--- src/rtl/exec_stage.sv ---
// RV64I execute stage: registers decode outputs, runs the ALU / address adder with two-level
// operand bypass, resolves conditional branches and squashes wrong-path instructions.
module exec_stage #(
  parameter int SQUASH_CYCLES = 2
) (
  input  logic        CLK,
  input  logic        reset,
  input  logic [4:0]  rd,
  input  logic [4:0]  rs1,
  input  logic [4:0]  rs2,
  input  logic [2:0]  funct3,
  input  logic [6:0]  funct7,
  input  logic [63:0] op1,
  input  logic [63:0] op2,
  input  logic        imm_flag,
  input  logic        write_back,
  input  logic        mem_acc,
  input  logic        load_flag,
  input  logic        branch_flag,
  input  logic [63:0] branch_offset,
  input  logic [63:0] PC_i,
  input  logic [4:0]  mem_rd,
  input  logic [63:0] mem_value,
  input  logic        mem_en,
  output logic [63:0] alu_result,
  output logic [4:0]  rd_o,
  output logic [2:0]  funct3_o,
  output logic        write_back_o,
  output logic        mem_acc_o,
  output logic        load_flag_o,
  output logic        branch_taken,
  output logic [63:0] branch_target,
  output logic        flush
);

  logic [63:0] aluResult_q, aluResult_d;
  logic [4:0]  rd_q, rd_d;
  logic [2:0]  funct3_q, funct3_d;
  logic        wb_q, wb_d;
  logic        memAcc_q, memAcc_d;
  logic        load_q, load_d;
  logic        taken_q, taken_d;
  logic [63:0] target_q, target_d;
  logic [1:0]  squashCnt_q, squashCnt_d;

  logic [63:0] opA, opB, sraResult, aluValue;
  logic [5:0]  shamt;
  logic        isSub, isSra, branchCond, bubble, ownResultValid;
  logic        unusedFunct7;

  // Only funct7[5] selects SUB/SRA; the remaining bits carry no meaning here.
  assign unusedFunct7 = ^{funct7[6], funct7[4:0]};

  assign ownResultValid = wb_q && !load_q;

  // Own previous result beats the memory-stage value; loads only arrive via the memory stage.
  always_comb begin
    opA = op1;
    if (rs1 != 5'd0 && ownResultValid && rd_q == rs1) begin
      opA = aluResult_q;
    end else if (rs1 != 5'd0 && mem_en && mem_rd == rs1) begin
      opA = mem_value;
    end
    opB = op2;
    if (!imm_flag && rs2 != 5'd0 && ownResultValid && rd_q == rs2) begin
      opB = aluResult_q;
    end else if (!imm_flag && rs2 != 5'd0 && mem_en && mem_rd == rs2) begin
      opB = mem_value;
    end
  end

  assign shamt     = opB[5:0];
  assign isSub     = !imm_flag && funct7[5];
  assign isSra     = imm_flag ? opB[10] : funct7[5];
  assign sraResult = $signed(opA) >>> shamt;

  always_comb begin
    aluValue = opA + opB;
    if (!mem_acc) begin
      case (funct3)
        3'b000:  aluValue = isSub ? (opA - opB) : (opA + opB);
        3'b001:  aluValue = opA << shamt;
        3'b010:  aluValue = {63'd0, $signed(opA) < $signed(opB)};
        3'b011:  aluValue = {63'd0, opA < opB};
        3'b100:  aluValue = opA ^ opB;
        3'b101:  aluValue = isSra ? sraResult : (opA >> shamt);
        3'b110:  aluValue = opA | opB;
        default: aluValue = opA & opB;
      endcase
    end
  end

  always_comb begin
    case (funct3)
      3'b000:  branchCond = (opA == opB);
      3'b001:  branchCond = (opA != opB);
      3'b100:  branchCond = ($signed(opA) < $signed(opB));
      3'b101:  branchCond = !($signed(opA) < $signed(opB));
      3'b110:  branchCond = (opA < opB);
      3'b111:  branchCond = !(opA < opB);
      default: branchCond = 1'b0;
    endcase
  end

  assign bubble = (squashCnt_q != 2'd0);

  // While the squash counter runs, the sampled instruction is turned into a bubble and
  // cannot redirect again, so a wrong-path branch never reloads the counter.
  always_comb begin
    aluResult_d = aluValue;
    funct3_d    = funct3;
    target_d    = PC_i + branch_offset;
    rd_d        = rd;
    wb_d        = write_back && !branch_flag;
    memAcc_d    = mem_acc && !branch_flag;
    load_d      = load_flag;
    taken_d     = branch_flag && branchCond;
    squashCnt_d = 2'd0;
    if (bubble) begin
      rd_d        = 5'd0;
      wb_d        = 1'b0;
      memAcc_d    = 1'b0;
      load_d      = 1'b0;
      taken_d     = 1'b0;
      squashCnt_d = squashCnt_q - 2'd1;
    end else if (taken_d) begin
      squashCnt_d = 2'(SQUASH_CYCLES);
    end
  end

  always_ff @(posedge CLK or negedge reset) begin
    if (!reset) begin
      aluResult_q <= 64'd0;
      rd_q        <= 5'd0;
      funct3_q    <= 3'd0;
      wb_q        <= 1'b0;
      memAcc_q    <= 1'b0;
      load_q      <= 1'b0;
      taken_q     <= 1'b0;
      target_q    <= 64'd0;
      squashCnt_q <= 2'd0;
    end else begin
      aluResult_q <= aluResult_d;
      rd_q        <= rd_d;
      funct3_q    <= funct3_d;
      wb_q        <= wb_d;
      memAcc_q    <= memAcc_d;
      load_q      <= load_d;
      taken_q     <= taken_d;
      target_q    <= target_d;
      squashCnt_q <= squashCnt_d;
    end
  end

  assign alu_result    = aluResult_q;
  assign rd_o          = rd_q;
  assign funct3_o      = funct3_q;
  assign write_back_o  = wb_q;
  assign mem_acc_o     = memAcc_q;
  assign load_flag_o   = load_q;
  assign branch_taken  = taken_q;
  assign branch_target = target_q;
  assign flush         = bubble;

endmodule

--- config.mk ---
export PLATFORM = sky130hd
export DESIGN_NAME = exec_stage
export DESIGN_NICKNAME = d
export VERILOG_FILES = /design/src/rtl/exec_stage.sv
export SDC_FILE = /design/constraint.sdc
export NUM_CORES = 2
export LEC_CHECK = 0
export CAP_MARGIN = 10
export CELL_PAD_IN_SITES_DETAIL_PLACEMENT = 0
export CELL_PAD_IN_SITES_GLOBAL_PLACEMENT = 1
export CORE_ASPECT_RATIO = 2
export CORE_UTILIZATION = 30
export CTS_BUF_LIST = sky130_fd_sc_hd__clkbuf_16
export DETAILED_ROUTE_END_ITERATION = 10
export PLACE_DENSITY_LB_ADDON = 0.1
export SLEW_MARGIN = 15
export SYNTH_ARGS = -nofsm -noshare
export SYNTH_HDL_FRONTEND = slang
export SYNTH_SLANG_ARGS = --single-unit
--- constraint.sdc ---
create_clock -name CLK -period 7.1 [get_ports CLK]
set_input_delay 1.775 -clock CLK [delete_from_list [all_inputs] [get_ports CLK]]
set_output_delay 1.775 -clock CLK [all_outputs]
set_load 0.01 [all_outputs]
==> flow_metrics.py, run 1 <==
metrics = {
    "floorplan": {
        "start_util_pct": 30.2,
        "fp.dieW_um": 233,
        "std_cell_rows": 169,
        "die_h_um": 464,
        "pin_count": 499,
    },
    "place": {
        "gp_congestion": 1.16,
        "dp_hpwl_um": 229000,
        "portBuffers": 492,
        "pre_cts_ws_ns": -1.09,
    },
    "clock_tree": {
        "cts_hold_buf": 0,
        "postCtsSetupBuffers": 0,
        "numCtsBuffers": 17,
        "ctsHtreeMaxLevel": 4,
        "cts_buffer_depth": 2,
        "cts_resized": 13,
        "cts_sinks": 142,
        "cts_root_buffer": "clkbuf_16",
    },
    "global_routing": {
        "grt-ovfl-total": 360,
        "grt_usage_pct": 62.4,
        "grt_max_degree": 104,
        "grt_pass1_wl_um": 484000,
        "grt_pass1_vias": 53900,
    },
    "synthesis": {
        "syn_nets": 5143,
        "synth_cells": 4528,
        "synth-async-reset-ratio_pct": 100,
        "synth-edff-count": 0,
        "syn-cell-area_um2": 32000,
        "synth_top_flop_cell": "dfrtp_1",
        "yosysSeqAreaShare_pct": 11.1,
        "yosys_warnings": 0,
        "syn_avg_cell_area_um2": 7.06,
        "ys_ff_latch": 142,
        "synth_cell_types": 108,
    },
    "run_status": {
        "tool.error": "[ERROR GRT-0116] Global routing finished with congestion. Check the congestion regions in the DRC Viewer.",
        "haltStage": "global routing (5_1_grt)",
        "status": "stopped before the end",
    },
}
## metal layers
metal | GRT overflow | global-route usage (%)
met2 | 191 | 86.7
met3 | 4 | 38.0
met1 | 1 | 60.6
met5 | 0 | 6.94
met4 | 164 | 65.4
## cells by family after synthesis
group                    Yosys count  share of synthesized area, %
AO/OA/AOI/OAI                   1623                          32.9
XOR/XNOR                         176                          4.82
adder cells (fa/ha/maj)          257                          10.1
buffers and inverters            599                          7.93
flip-flops                       142                          11.1
multiplexers                     443                          14.1
AND/OR/NAND/NOR                 1288                          19.0
## cells in the mapped netlist, types with 15 or more instances
cell type	instances	area, um^2
xnor2_1	151	1320
nor2b_1	28	175
nand2b_1	56	350
buf_4	19	143
nand2_1	374	1400
o21a_1	40	300
o21ai_0	412	2060
clkbuf_1	207	777
a211oi_1	69	518
o221ai_1	37	324
nand4_1	45	282
o211ai_1	61	458
nand3_1	134	671
a211o_1	15	131
mux2i_1	402	4020
a221oi_1	28	245
buf_2	63	315
inv_1	244	916
a22oi_1	42	315
mux2_2	34	383
o31ai_1	31	233
buf_6	16	180
dfrtp_1	142	3550
and3_1	24	150
o21bai_1	63	473
or3_1	27	169
a21o_1	77	578
o21ai_1	26	130
a31oi_1	107	669
ha_1	256	3200
a21oi_1	368	1840
nor2_1	331	1240
o22ai_1	49	307
xor2_1	25	219
a21boi_0	15	113
a31oi_2	16	200
nor4_1	106	663
nor3_1	107	536
buf_1	31	116
## metrics by stage
stage          hold WS (ns)  std cells  area [um^2]  setup TNS, ns
2_1_floorplan         0.426       4528        32000              0
3_3_place_gp          0.445       7506        48700         -23.48
3_5_place_dp          0.469       7506        48700         -23.73
4_1_cts               0.484       7538        49400        -0.0251
==> inputs of run 2 (changes only) <==
CELL_PAD_IN_SITES_DETAIL_PLACEMENT = unset   (was 0)
CELL_PAD_IN_SITES_GLOBAL_PLACEMENT = unset   (was 1)
CORE_ASPECT_RATIO = unset   (was 2)
CORE_UTILIZATION = 20   (was 30)
CTS_BUF_LIST = unset   (was sky130_fd_sc_hd__clkbuf_16)
PLACE_DENSITY_LB_ADDON = 0.15   (was 0.1)
==> run 2 against run 1 <==
  * The run now ends clean
  * Synthesized cell count unchanged
  * Area after synthesis stayed put
==> flow_metrics.py, run 2 <==
metrics = {
    "global_routing": {
        "grtUsageMet3_pct": 6.12,
        "antenna_found_initial": 19,
        "grt.busiest_layer": "met2",
        "grt-ovfl-total": 0,
        "gr-usage-met2_pct": 46.1,
        "grt_usage_pct": 28.8,
        "grt_max_degree": 112,
        "met1_usage_pct": 37.6,
        "grt_pass1_vias": 42500,
        "grt_pass1_wl_um": 333000,
    },
    "clock_tree": {
        "cts_hold_buf": 0,
        "cts_sinks": 142,
        "cts_root_buffer": "clkbuf_16",
        "cts_buffer_depth": 2,
        "insertion_delay_ns": 0.59,
        "numCtsBuffers": 17,
        "cts_tree": "done",
        "cts.clk_slew.worst_paths_ns": 0.08,
        "ctsHtreeMaxLevel": 4,
    },
    "drt": {
        "drt_pass1_iterations": 6,
        "num_vias": 43200,
        "first_iter_violations": 4619,
        "wire_per_inst_um": 30.2,
        "drc": 0,
        "ant_nets": 0,
        "finalWirelength_um": 241000,
        "routed_via_density": 5.41,
    },
    "setup_path": {
        "cp_common_cell": "buf_4",
        "reg2regPathDepth": 27,
        "cp_slowest_stage_delay_ns": 0.61,
        "critPathArrivalTime_ns": 7.47,
        "reg2reg_slack_ns": 1.48,
        "critPathLaunch": "rs1[1]",
        "cp.required_ns": 7.54,
        "crit_chain": "clkdlybuf4s50_1 > or4_4 > o211ai_4 > buf_4 > buf_4 > o21ai_0 > a31oi_1 > buf_4 > ha_1 > a21oi_1 > o311a_1 > buf_4 > o31ai_1 > a211o_1 > a21boi_1 > buf_4 > nor4b_1 > buf_4 > o211ai_1 > xnor2_1 > o221ai_1 > o211a_1",
        "worstSetupStartpointType": "input pin",
        "crit_type": "in2reg",
        "critPathMaxFanout": 6,
        "r2r-end": "alu_result[55]",
        "endpoint_kind": "flip-flop",
        "worst_path_max_delay_cell": "or4_4",
        "crit_end": "alu_result[54]",
        "r2r_start": "load_flag_o",
    },
    "synthesis": {
        "synth.most_common_cell": "o21ai_0",
        "synth-async-reset-ratio_pct": 100,
        "synth_cells": 4528,
        "syn_nets": 5143,
        "synth-edff-count": 0,
        "ys_ff_latch": 142,
        "yosys_warnings": 0,
        "synth_top_area_share_pct": 12.6,
        "synth_cell_types": 108,
        "ys_top_cells_by_area": "mux2i_1 13%, dfrtp_1 11%, ha_1 10%, o21ai_0 6.5%, a21oi_1 5.8%",
        "yosysSeqAreaShare_pct": 11.1,
        "syn_avg_cell_area_um2": 7.06,
        "synth_top_cell_by_area": "mux2i_1",
        "syn-cell-area_um2": 32000,
        "synth_common_cells": "412 x o21ai_0, 402 x mux2i_1, 374 x nand2_1, 368 x a21oi_1, 331 x nor2_1",
        "synth_top_flop_cell": "dfrtp_1",
    },
    "place": {
        "dp_hpwl_um": 199000,
        "portBuffers": 492,
        "gp_congestion": 1.04,
        "placed_cells": 7947,
        "pre_cts_ws_ns": -0.605,
    },
    "cells_and_area": {
        "drive_gt1_share_pct": 23.5,
        "area_delta_synth_final_pct": 50.7,
        "fillCellCount": 17600,
        "nets": 6510,
        "fin_cells": 7983,
        "final_cell_mix": "1,157 x buf_4, 487 x clkdlybuf4s50_1, 407 x o21ai_0, 402 x mux2i_1, 373 x nand2_1",
        "final_common_cell": "buf_4",
    },
    "pwr": {
        "ir_drop_mv": 0.249,
        "p_total_mw": 7.25,
        "leakage_nw": 20.8,
        "pwr_density_cell_nw_per_um2": 150,
    },
    "run": {
        "maxCapViolCount": 0,
    },
    "floorplan": {
        "core_um2": 159000,
        "die_area_um2": 161000,
        "die_h_um": 402,
        "fp.dieW_um": 402,
        "start_util_pct": 20.2,
        "pin_count": 499,
        "std_cell_rows": 146,
    },
    "sta": {
        "post-route-period-util_pct": 99.0,
        "fmax_mhz": 142,
        "hold_violations": 0,
        "setup_slack_ns": 0.0705,
        "worst_pin_slew_ns": 1.14,
        "drv_slew": 0,
        "maxSlewHeadroom_pct": 23.3,
        "rsz0062_at_grt": "false",
        "finalCriticalPeriod_ns": 7.03,
        "whs_ns": 0.464,
        "fin_skew_ns": 0.0427,
        "finalSetupViolations": 0,
        "fin_setup_tns_ns": 0,
    },
    "run_status": {
        "status": "completed",
    },
    "worst_hold_path": {
        "hold_path_class": "reg2reg",
    },
}
## run 2: cell counts after synthesis
Identical to the previous run, type by type.
## run 2: report_power, final
part           leakage (nW)  switching (mW)  total [mW]  internal (mW)
combinational          18.9            2.91        5.10           2.19
clock                 0.285           0.575        1.05          0.477
sequential             1.68           0.136        1.10          0.967
## run 2: repair_timing
action	CTS	global route
resized for setup	1	31
endpoints found under the setup margin	2	19
pin swaps	0	4
buffers inserted	0	1
gates cloned	0	0
## run 2: area by class of cell
cell class | instances | area (um^2) | share of cell area (%)
Clock inverter | 14 | 138 | 0.286
Inverter | 261 | 993 | 2.06
Multi-Input combinational cell | 3787 | 26100 | 54.2
Tap cell | 2072 | 2590 | 5.38
Timing Repair Buffer | 1686 | 14300 | 29.8
Clock buffer | 18 | 439 | 0.912
Sequential cell | 142 | 3550 | 7.38
Antenna cell | 3 | 7.51 | 0.0156
## run 2: through the flow
stage / utilization, % / cell area (um^2)
floorplan: - / 32000
global placement: 29.9 / 47400
detailed placement: 29.9 / 47400
CTS: 30.3 / 48000
global route: 30.4 / 48200
finish: 30.4 / 48200
## run 2: worst min path at each step
| stage | to | startpoint | cells past startpoint |
|---|---|---|---|
| finish | squashCnt_q[0] | squashCnt_q[0] | 1 |
| global route | squashCnt_q[0] | squashCnt_q[0] | 1 |
| CTS | squashCnt_q[0] | squashCnt_q[0] | 1 |
| detailed placement | squashCnt_q[0] | squashCnt_q[0] | 1 |
| global placement | squashCnt_q[0] | squashCnt_q[0] | 1 |
| floorplan | squashCnt_q[0] | squashCnt_q[0] | 1 |
## run 2: logic make-up (layout without fill, tap and decap cells)
group / Yosys count / in the layout / synth area share, %
XOR/XNOR: 176 / 176 / 4.82
AO/OA/AOI/OAI: 1623 / 1623 / 32.9
AND/OR/NAND/NOR: 1288 / 1288 / 19.0
multiplexers: 443 / 443 / 14.1
other: 0 / 3 / 0
buffers and inverters: 599 / 1979 / 7.93
adder cells (fa/ha/maj): 257 / 257 / 10.1
flip-flops: 142 / 142 / 11.1
## run 2: critical path: cells and delay by family
kind / cells / cell delay (ns)
AOI/OAI and AO/OA: 11 / 2.51
xor gates and xnor gates: 1 / 0.28
adders and majority gates: 1 / 0.20
buffers and inverters: 7 / 1.58
and+or+nand+nor: 2 / 1.08
## run 2: routing by layer
| layer | up-vias | share of wire (%) | wire length [um] |
|---|---|---|---|
| li1 | 19500 | - | - |
| met1 | 21200 | 43 | 103000 |
| met3 | 359 | 8.4 | 20100 |
| met5 | - | 0.053 | 127 |
| met2 | 2053 | 45 | 107000 |
| met4 | 20 | 4.4 | 10700 |
No activity file was read; power rests on OpenSTA's default activity.
